$ cat config.mk
export PLATFORM = sky130hd
export DESIGN_NAME = multicycle_datapath_flat
export DESIGN_NICKNAME = d
export VERILOG_FILES = /design/src/rtl/mem_if.sv /design/src/rtl/multicycle_datapath.sv /design/src/flat_wrapper.sv
export SDC_FILE = /design/constraint.sdc
export NUM_CORES = 2
export LEC_CHECK = 0
export BUFFER_PORTS_ARGS = -buffer_cell sky130_fd_sc_hd__buf_2
export CORE_ASPECT_RATIO = 1.1
export CORE_MARGIN = 2
export CORE_UTILIZATION = 50
export CTS_BUF_LIST = sky130_fd_sc_hd__clkbuf_8 sky130_fd_sc_hd__clkbuf_16
export DETAILED_ROUTE_END_ITERATION = 16
export GPL_TIMING_DRIVEN = 0
export PLACE_DENSITY = 0.66
export SLEW_MARGIN = 5
export SYNTH_ARGS = -nofsm -noshare
export SYNTH_HDL_FRONTEND = slang
export SYNTH_SLANG_ARGS = --single-unit
$ cat constraint.sdc
create_clock -name clk -period 56 [get_ports clk]
set_clock_uncertainty 0.05 [all_clocks]
set_input_delay 11.2 -clock clk [delete_from_list [all_inputs] [get_ports clk]]
set_output_delay 11.2 -clock clk [all_outputs]
set_load 0.005 [all_outputs]
$ cat src/rtl/mem_if.sv
// Shared memory port of the multi-cycle core: a single req/ready channel for fetch and data.
interface mem_if #(
  parameter int ADDR_W = 32
) ();
  logic              mem_req;
  logic              mem_we;
  logic [ADDR_W-1:0] mem_addr;
  logic [31:0]       mem_wdata;
  logic [31:0]       mem_rdata;
  logic              mem_ready;

  modport master (output mem_req, mem_we, mem_addr, mem_wdata, input mem_rdata, mem_ready);
  modport slave  (input mem_req, mem_we, mem_addr, mem_wdata, output mem_rdata, mem_ready);
endinterface

$ cat src/rtl/multicycle_datapath.sv
// Multi-cycle MIPS-subset core; fetch and loads/stores share one req/ready memory port.
// Define JUMP_EN to execute j (opcode 6'b000010); without it that opcode halts the core.
module multicycle_datapath #(
  parameter int                ADDR_W   = 32,
  parameter int                NREG     = 32,
  parameter logic [ADDR_W-1:0] PC_RESET = {ADDR_W{1'b0}}
) (
  input  logic              clk,
  input  logic              rst,
  mem_if.master             bus,
  output logic              halted,
  output logic              instr_done,
  output logic [31:0]       instr_count,
  output logic [ADDR_W-1:0] pc_o
);
  localparam int RW = (NREG > 1) ? $clog2(NREG) : 1;
  localparam logic [5:0] OP_RTYPE = 6'b000000, OP_J = 6'b000010, OP_BEQ = 6'b000100;
  localparam logic [5:0] OP_ADDI = 6'b001000, OP_LW = 6'b100011, OP_SW = 6'b101011;
  localparam logic [5:0] FN_ADD = 6'b100000, FN_SUB = 6'b100010, FN_AND = 6'b100100;
  localparam logic [5:0] FN_OR = 6'b100101, FN_SLT = 6'b101010;
`ifdef JUMP_EN
  localparam logic JUMP_ON = 1'b1;
`else
  localparam logic JUMP_ON = 1'b0;
`endif

  typedef enum logic [2:0] {FETCH, DECODE, EXEC, MEM, WB, HALT} state_t;
  state_t state_r, state_next_s;

  logic [ADDR_W-1:0] pc_r, branch_tgt_s, jump_tgt_s, mem_addr_s;
  logic [31:0] ir_r, a_r, b_r, alu_out_r, mdr_r, instr_count_r;
  logic [31:0] regs_r [NREG];
  logic [5:0]  op_s, funct_s;
  logic [4:0]  rs_s, rt_s, rd_s, wr_idx_s;
  logic [31:0] imm_s, alu_s, wb_data_s, mem_wdata_s;
  logic        legal_s, aligned_s, retire_s, mem_req_s, mem_we_s;

  function automatic logic reg_ok(input logic [4:0] idx);
    reg_ok = 32'(idx) < 32'(NREG);
  endfunction

  // Instruction field extraction and derived targets
  always_comb begin
    op_s     = ir_r[31:26];
    rs_s     = ir_r[25:21];
    rt_s     = ir_r[20:16];
    rd_s     = ir_r[15:11];
    funct_s  = ir_r[5:0];
    imm_s    = {{16{ir_r[15]}}, ir_r[15:0]};
    wr_idx_s = (op_s == OP_RTYPE) ? rd_s : rt_s;
    wb_data_s = (op_s == OP_LW) ? mdr_r : alu_out_r;
  end

  // PC already points past the branch when EXEC runs, so offsets are relative to PC+4
  assign branch_tgt_s = pc_r + ADDR_W'({imm_s[29:0], 2'b00});
  assign jump_tgt_s   = ADDR_W'((32'(pc_r) & 32'hF000_0000) | {4'b0000, ir_r[25:0], 2'b00});
  assign aligned_s    = (alu_out_r[1:0] == 2'b00);

  // Opcode/funct legality and register-range check
  always_comb begin
    legal_s = 1'b0;
    case (op_s)
      OP_RTYPE: begin
        case (funct_s)
          FN_ADD, FN_SUB, FN_AND, FN_OR, FN_SLT: legal_s = reg_ok(rs_s) & reg_ok(rt_s) & reg_ok(rd_s);
          default: legal_s = 1'b0;
        endcase
      end
      OP_ADDI, OP_LW, OP_SW, OP_BEQ: legal_s = reg_ok(rs_s) & reg_ok(rt_s);
      OP_J:    legal_s = JUMP_ON;
      default: legal_s = 1'b0;
    endcase
  end

  // ALU: R-type ops, otherwise base + sign-extended immediate
  always_comb begin
    alu_s = a_r + imm_s;
    if (op_s == OP_RTYPE) begin
      case (funct_s)
        FN_SUB:  alu_s = a_r - b_r;
        FN_AND:  alu_s = a_r & b_r;
        FN_OR:   alu_s = a_r | b_r;
        FN_SLT:  alu_s = {31'd0, $signed(a_r) < $signed(b_r)};
        default: alu_s = a_r + b_r;
      endcase
    end else begin
      alu_s = a_r + imm_s;
    end
  end

  // Next-state and retire decode
  always_comb begin
    state_next_s = state_r;
    retire_s     = 1'b0;
    case (state_r)
      FETCH:  state_next_s = bus.mem_ready ? DECODE : FETCH;
      DECODE: state_next_s = legal_s ? EXEC : HALT;
      EXEC: begin
        case (op_s)
          OP_RTYPE, OP_ADDI: state_next_s = WB;
          OP_LW, OP_SW:      state_next_s = MEM;
          OP_BEQ, OP_J: begin
            state_next_s = FETCH;
            retire_s     = 1'b1;
          end
          default: state_next_s = HALT;
        endcase
      end
      MEM: begin
        if (!aligned_s) begin
          state_next_s = HALT;
        end else if (bus.mem_ready) begin
          state_next_s = (op_s == OP_SW) ? FETCH : WB;
          retire_s     = (op_s == OP_SW);
        end else begin
          state_next_s = MEM;
        end
      end
      WB: begin
        state_next_s = FETCH;
        retire_s     = 1'b1;
      end
      HALT:    state_next_s = HALT;
      default: state_next_s = HALT;
    endcase
  end

  // Memory port drive; held constant by the state registers while a request waits
  always_comb begin
    mem_req_s   = 1'b0;
    mem_we_s    = 1'b0;
    mem_addr_s  = {ADDR_W{1'b0}};
    mem_wdata_s = 32'd0;
    if (rst) begin
      mem_req_s = 1'b0;
    end else if (state_r == FETCH) begin
      mem_req_s  = 1'b1;
      mem_addr_s = pc_r;
    end else if (state_r == MEM && aligned_s) begin
      mem_req_s   = 1'b1;
      mem_we_s    = (op_s == OP_SW);
      mem_addr_s  = alu_out_r[ADDR_W-1:0];
      mem_wdata_s = (op_s == OP_SW) ? b_r : 32'd0;
    end else begin
      mem_req_s = 1'b0;
    end
  end

  assign bus.mem_req   = mem_req_s;
  assign bus.mem_we    = mem_we_s;
  assign bus.mem_addr  = mem_addr_s;
  assign bus.mem_wdata = mem_wdata_s;
  assign halted        = (state_r == HALT);
  assign instr_done    = retire_s;
  assign instr_count   = instr_count_r;
  assign pc_o          = pc_r;

  // State register
  always_ff @(posedge clk or posedge rst) begin
    if (rst) state_r <= FETCH;
    else     state_r <= state_next_s;
  end

  // Datapath registers: PC, IR, operand latches, ALU result, MDR, retire counter
  always_ff @(posedge clk or posedge rst) begin
    if (rst) begin
      pc_r          <= PC_RESET;
      ir_r          <= 32'd0;
      a_r           <= 32'd0;
      b_r           <= 32'd0;
      alu_out_r     <= 32'd0;
      mdr_r         <= 32'd0;
      instr_count_r <= 32'd0;
    end else begin
      case (state_r)
        FETCH: begin
          if (bus.mem_ready) begin
            ir_r <= bus.mem_rdata;
            pc_r <= pc_r + ADDR_W'(32'd4);
          end
        end
        DECODE: begin
          a_r <= regs_r[rs_s[RW-1:0]];
          b_r <= regs_r[rt_s[RW-1:0]];
        end
        EXEC: begin
          alu_out_r <= alu_s;
          if (op_s == OP_BEQ && a_r == b_r) pc_r <= branch_tgt_s;
          else if (op_s == OP_J && JUMP_ON) pc_r <= jump_tgt_s;
        end
        MEM: begin
          if (aligned_s && bus.mem_ready && op_s == OP_LW) mdr_r <= bus.mem_rdata;
        end
        default: ;
      endcase
      if (retire_s) instr_count_r <= instr_count_r + 32'd1;
    end
  end

  // Register file; entry 0 is never written so it always reads as zero
  always_ff @(posedge clk or posedge rst) begin
    if (rst) begin
      for (int i = 0; i < NREG; i++) regs_r[i] <= 32'd0;
    end else if (state_r == WB && wr_idx_s != 5'd0) begin
      regs_r[wr_idx_s[RW-1:0]] <= wb_data_s;
    end
  end
endmodule

$ cat src/flat_wrapper.sv
// flat-port wrapper written by rule: the top's interface ports become plain ports
module multicycle_datapath_flat 
#(
  parameter int                ADDR_W   = 32,
  parameter int                NREG     = 32,
  parameter logic [ADDR_W-1:0] PC_RESET = {ADDR_W{1'b0}}
)
  (clk, rst, halted, instr_done, instr_count, pc_o, bus_mem_req, bus_mem_we, bus_mem_addr, bus_mem_wdata, bus_mem_rdata, bus_mem_ready);
  mem_if #(.ADDR_W(ADDR_W)) bus_i ();
  input  logic clk;
  input  logic rst;
  output logic halted;
  output logic instr_done;
  output logic [31:0] instr_count;
  output logic [ADDR_W-1:0] pc_o;
  output wire logic [$bits(bus_i.mem_req)-1:0] bus_mem_req;
  output wire logic [$bits(bus_i.mem_we)-1:0] bus_mem_we;
  output wire logic [$bits(bus_i.mem_addr)-1:0] bus_mem_addr;
  output wire logic [$bits(bus_i.mem_wdata)-1:0] bus_mem_wdata;
  input wire logic [$bits(bus_i.mem_rdata)-1:0] bus_mem_rdata;
  input wire logic [$bits(bus_i.mem_ready)-1:0] bus_mem_ready;
  assign bus_mem_req = bus_i.mem_req;
  assign bus_mem_we = bus_i.mem_we;
  assign bus_mem_addr = bus_i.mem_addr;
  assign bus_mem_wdata = bus_i.mem_wdata;
  assign bus_i.mem_rdata = bus_mem_rdata;
  assign bus_i.mem_ready = bus_mem_ready;
  multicycle_datapath #(.ADDR_W(ADDR_W), .NREG(NREG), .PC_RESET(PC_RESET)) u_core (.clk(clk), .rst(rst), .bus(bus_i), .halted(halted), .instr_done(instr_done), .instr_count(instr_count), .pc_o(pc_o));
endmodule
==> results.yml <==
die:
  start_util: 0.502
  die_width_um: 358
  core_area_um2: 138000
  row_count: 143
  ios: 167
  dieHeight_um: 394
  dieArea_um2: 141000
grt:
  grt_max_degree: 126
  groute.usage.overall: 0.355
  grt_antenna_before_repair: 3
  grt_pass1_wl_um: 364000
  grt_pass1_vias: 55600
  overflow: 0
detailed_routing:
  wire_per_inst_um: 29.2
  drt-total-wl_um: 250000
  drt-vias-per-instance: 6.45
  firstDrtPassIters: 8
  drt_first_iter_violations: 6103
  vias: 55200
  drc: 0
  postRouteAntennaNets: 0
yosys:
  synth_cell_types: 89
  yosysWarnings: 0
  synth_area_per_cell_um2: 10.9
  seq_area_frac_synth: 0.452
  synthCells: 6335
  async_reset_ff_frac: 1.00
  synth.top_cell.area_share: 0.452
  netlist_area_um2: 69100
  synth_top_cell_by_area: "dfrtp_1"
  synthTopCellsByArea: "dfrtp_1 (45%), mux4_2 (21%), a21oi_1 (5.9%)"
  ys.flop_type: "dfrtp_1"
  synth_edf_count: 0
  ys_ff_latch: 1249
placement:
  portBuffers: 161
  gp_routability_congestion: 1.03
  dp_hpwl_um: 200000
  placedCellCount: 8322
  dp_slack_ps: 31120
finish:
  fin_util: 0.560
  final_cells: 8557
  drive_above_1_share: 0.170
  antennaDiodeCount: 0
  fin_nets: 6840
  mostFrequentLayoutCells: "dfrtp_1 (1249), a21oi_1 (810), nor2_1 (784)"
  layout_commonest_cell: "dfrtp_1"
  syn_to_final_growth_pct: 11.5
timing:
  grt_setup_unrepaired: "no"
  tightest_slew_ps: 1470
  max_freq_mhz: 40.4
  slew_viol_final: 1
  max-slew-margin-rel: -0.0106
  setup_ws_ps: 31250
  hold_slack_ps: 414
  period_share: 0.442
  setup_viol: 0
  post-route-min-period_ps: 24750
  hold_viol: 0
power_and_ir_drop:
  p_per_area_nw_per_um2: 23.9
  p_leak_nw: 32.6
  finalPower_mw: 1.84
  peakVddDrop_mv: 0.0269
setup_path:
  crit_arrival_ps: 13500
  path_class: "input pin to primary output"
  worstSetupEndpointType: "primary output"
  crit_required_ps: 44750
  startpoint_type: "input pin"
  worstPathMaxFanout: 115
clock_tree:
  clk_path_buf_depth: 3
  cts_tree: "yes"
  cts_buffers: 132
  cts_root_buf: "clkbuf_16"
  holdBufCountCts: 0
  clock-sinks: 1249
  postCtsResizedCells: 0
  clk_pin_slew_ps: 60
  cts_setup_buffers: 0
  clk_latency_ps: 790
  h-tree-depth: 4
status:
  violations: "capacitance limit, slew limit"
  status: "finished with violations"
min_path:
  holdCritPathClass: "flop to flop"
run:
  timing.max_cap.violations: 1
-- where the power goes --
group / switching, mW / internal, mW / total, mW / leakage (nW)
clock network: 0.385 / 0.529 / 0.913 / 2.30
registers: 0 / 0.902 / 0.902 / 17.4
logic: 0.0206 / 0.00334 / 0.0240 / 12.9
total: 0.405 / 1.43 / 1.84 / 32.6
-- Yosys cell counts, drive strengths merged (21+ instances only) --
| library cell | count |
|---|---|
| mux2i | 103 |
| and3 | 34 |
| xnor2 | 63 |
| clkbuf | 515 |
| ha | 157 |
| o22ai | 26 |
| xor2 | 24 |
| mux4 | 640 |
| o21ai | 545 |
| nand2 | 611 |
| nand2b | 27 |
| buf | 80 |
| nor4 | 46 |
| a21o | 44 |
| o21bai | 28 |
| dfrtp | 1249 |
| nor2 | 785 |
| mux2 | 68 |
| nor3 | 35 |
| a21oi | 810 |
| a31oi | 21 |
| nand3 | 45 |
| inv | 111 |
-- worst max-delay path, stage by stage --
cell	delay, ps
clkbuf_1	190
inv_8	550
buf_16	440
o21ai_1	380
clkbuf_1	330
a21oi_1	190
buf_2	140
-- flip-flops by register name (all words and copies together) (netlist names) --
register / count
u_core.a_r: 32
u_core.instr_count: 32
u_core.state_r: 3
u_core.pc_o: 30
u_core.regs_r: 1024
u_core.alu_out_r: 32
u_core.mdr_r: 32
u_core.ir_r: 32
u_core.b_r: 32
-- area by class of cell --
| cell class | instances | area, µm² |
|---|---|---|
| inverters | 111 | 424 |
| flip-flops and latches | 1249 | 31300 |
| clock inverters | 71 | 697 |
| repair buffers | 172 | 1110 |
| fillers | 11700 | 60600 |
| multi-input cells | 4383 | 35100 |
| well taps | 1812 | 2270 |
| clock buffers | 164 | 3800 |
| plain buffers | 595 | 2320 |
-- logic make-up (layout without fill, tap and decap cells) --
logic type | count (synthesis) | in the layout | share of synthesized area
simple gates | 1674 | 1674 | 0.101
compound gates | 1646 | 1646 | 0.132
flops | 1249 | 1249 | 0.452
mux | 811 | 811 | 0.235
buf+inv | 706 | 1113 | 0.0395
fa+ha+maj | 161 | 161 | 0.0296
xor+xnor | 87 | 87 | 0.0110
other cells | 1 | 4 | 0.0000543
-- layer usage --
metal / wire length (µm) / track usage
met1: 92500 / 0.442
met2: 120000 / 0.577
met3: 21200 / 0.0753
met4: 16600 / 0.195
met5: 27 / 0
-- per-stage QoR --
stage	area [µm²]	TNS, ps
2_1_floorplan	69100	0
3_3_place_gp	72200	-4325790
3_5_place_dp	72500	0
4_1_cts	77000	0
5_1_grt	77000	0
6_report	77000	0
-- final timing paths --
path	depth (start not counted)	startpoint	slack, ps	end
setup / recovery	7	rst	31250	bus_mem_addr[15]
hold / removal	1	u_core.instr_count[31]$_DFFE_PP0P_	410	u_core.instr_count[31]$_DFFE_PP0P_
hold reg to reg	1	u_core.instr_count[31]$_DFFE_PP0P_	410	u_core.instr_count[31]$_DFFE_PP0P_
max in group asynchronous	5	rst	43450	u_core.regs_r[408]$_DFFE_PP0P_
min in group asynchronous	2	rst	10600	u_core.alu_out_r[29]$_DFFE_PP0N_
setup reg to reg	15	u_core.ir_r[0]$_DFFE_PP0P_	50230	u_core.pc_o[29]$_DFFE_PP0P_
Power figures use the tool's default switching activity.
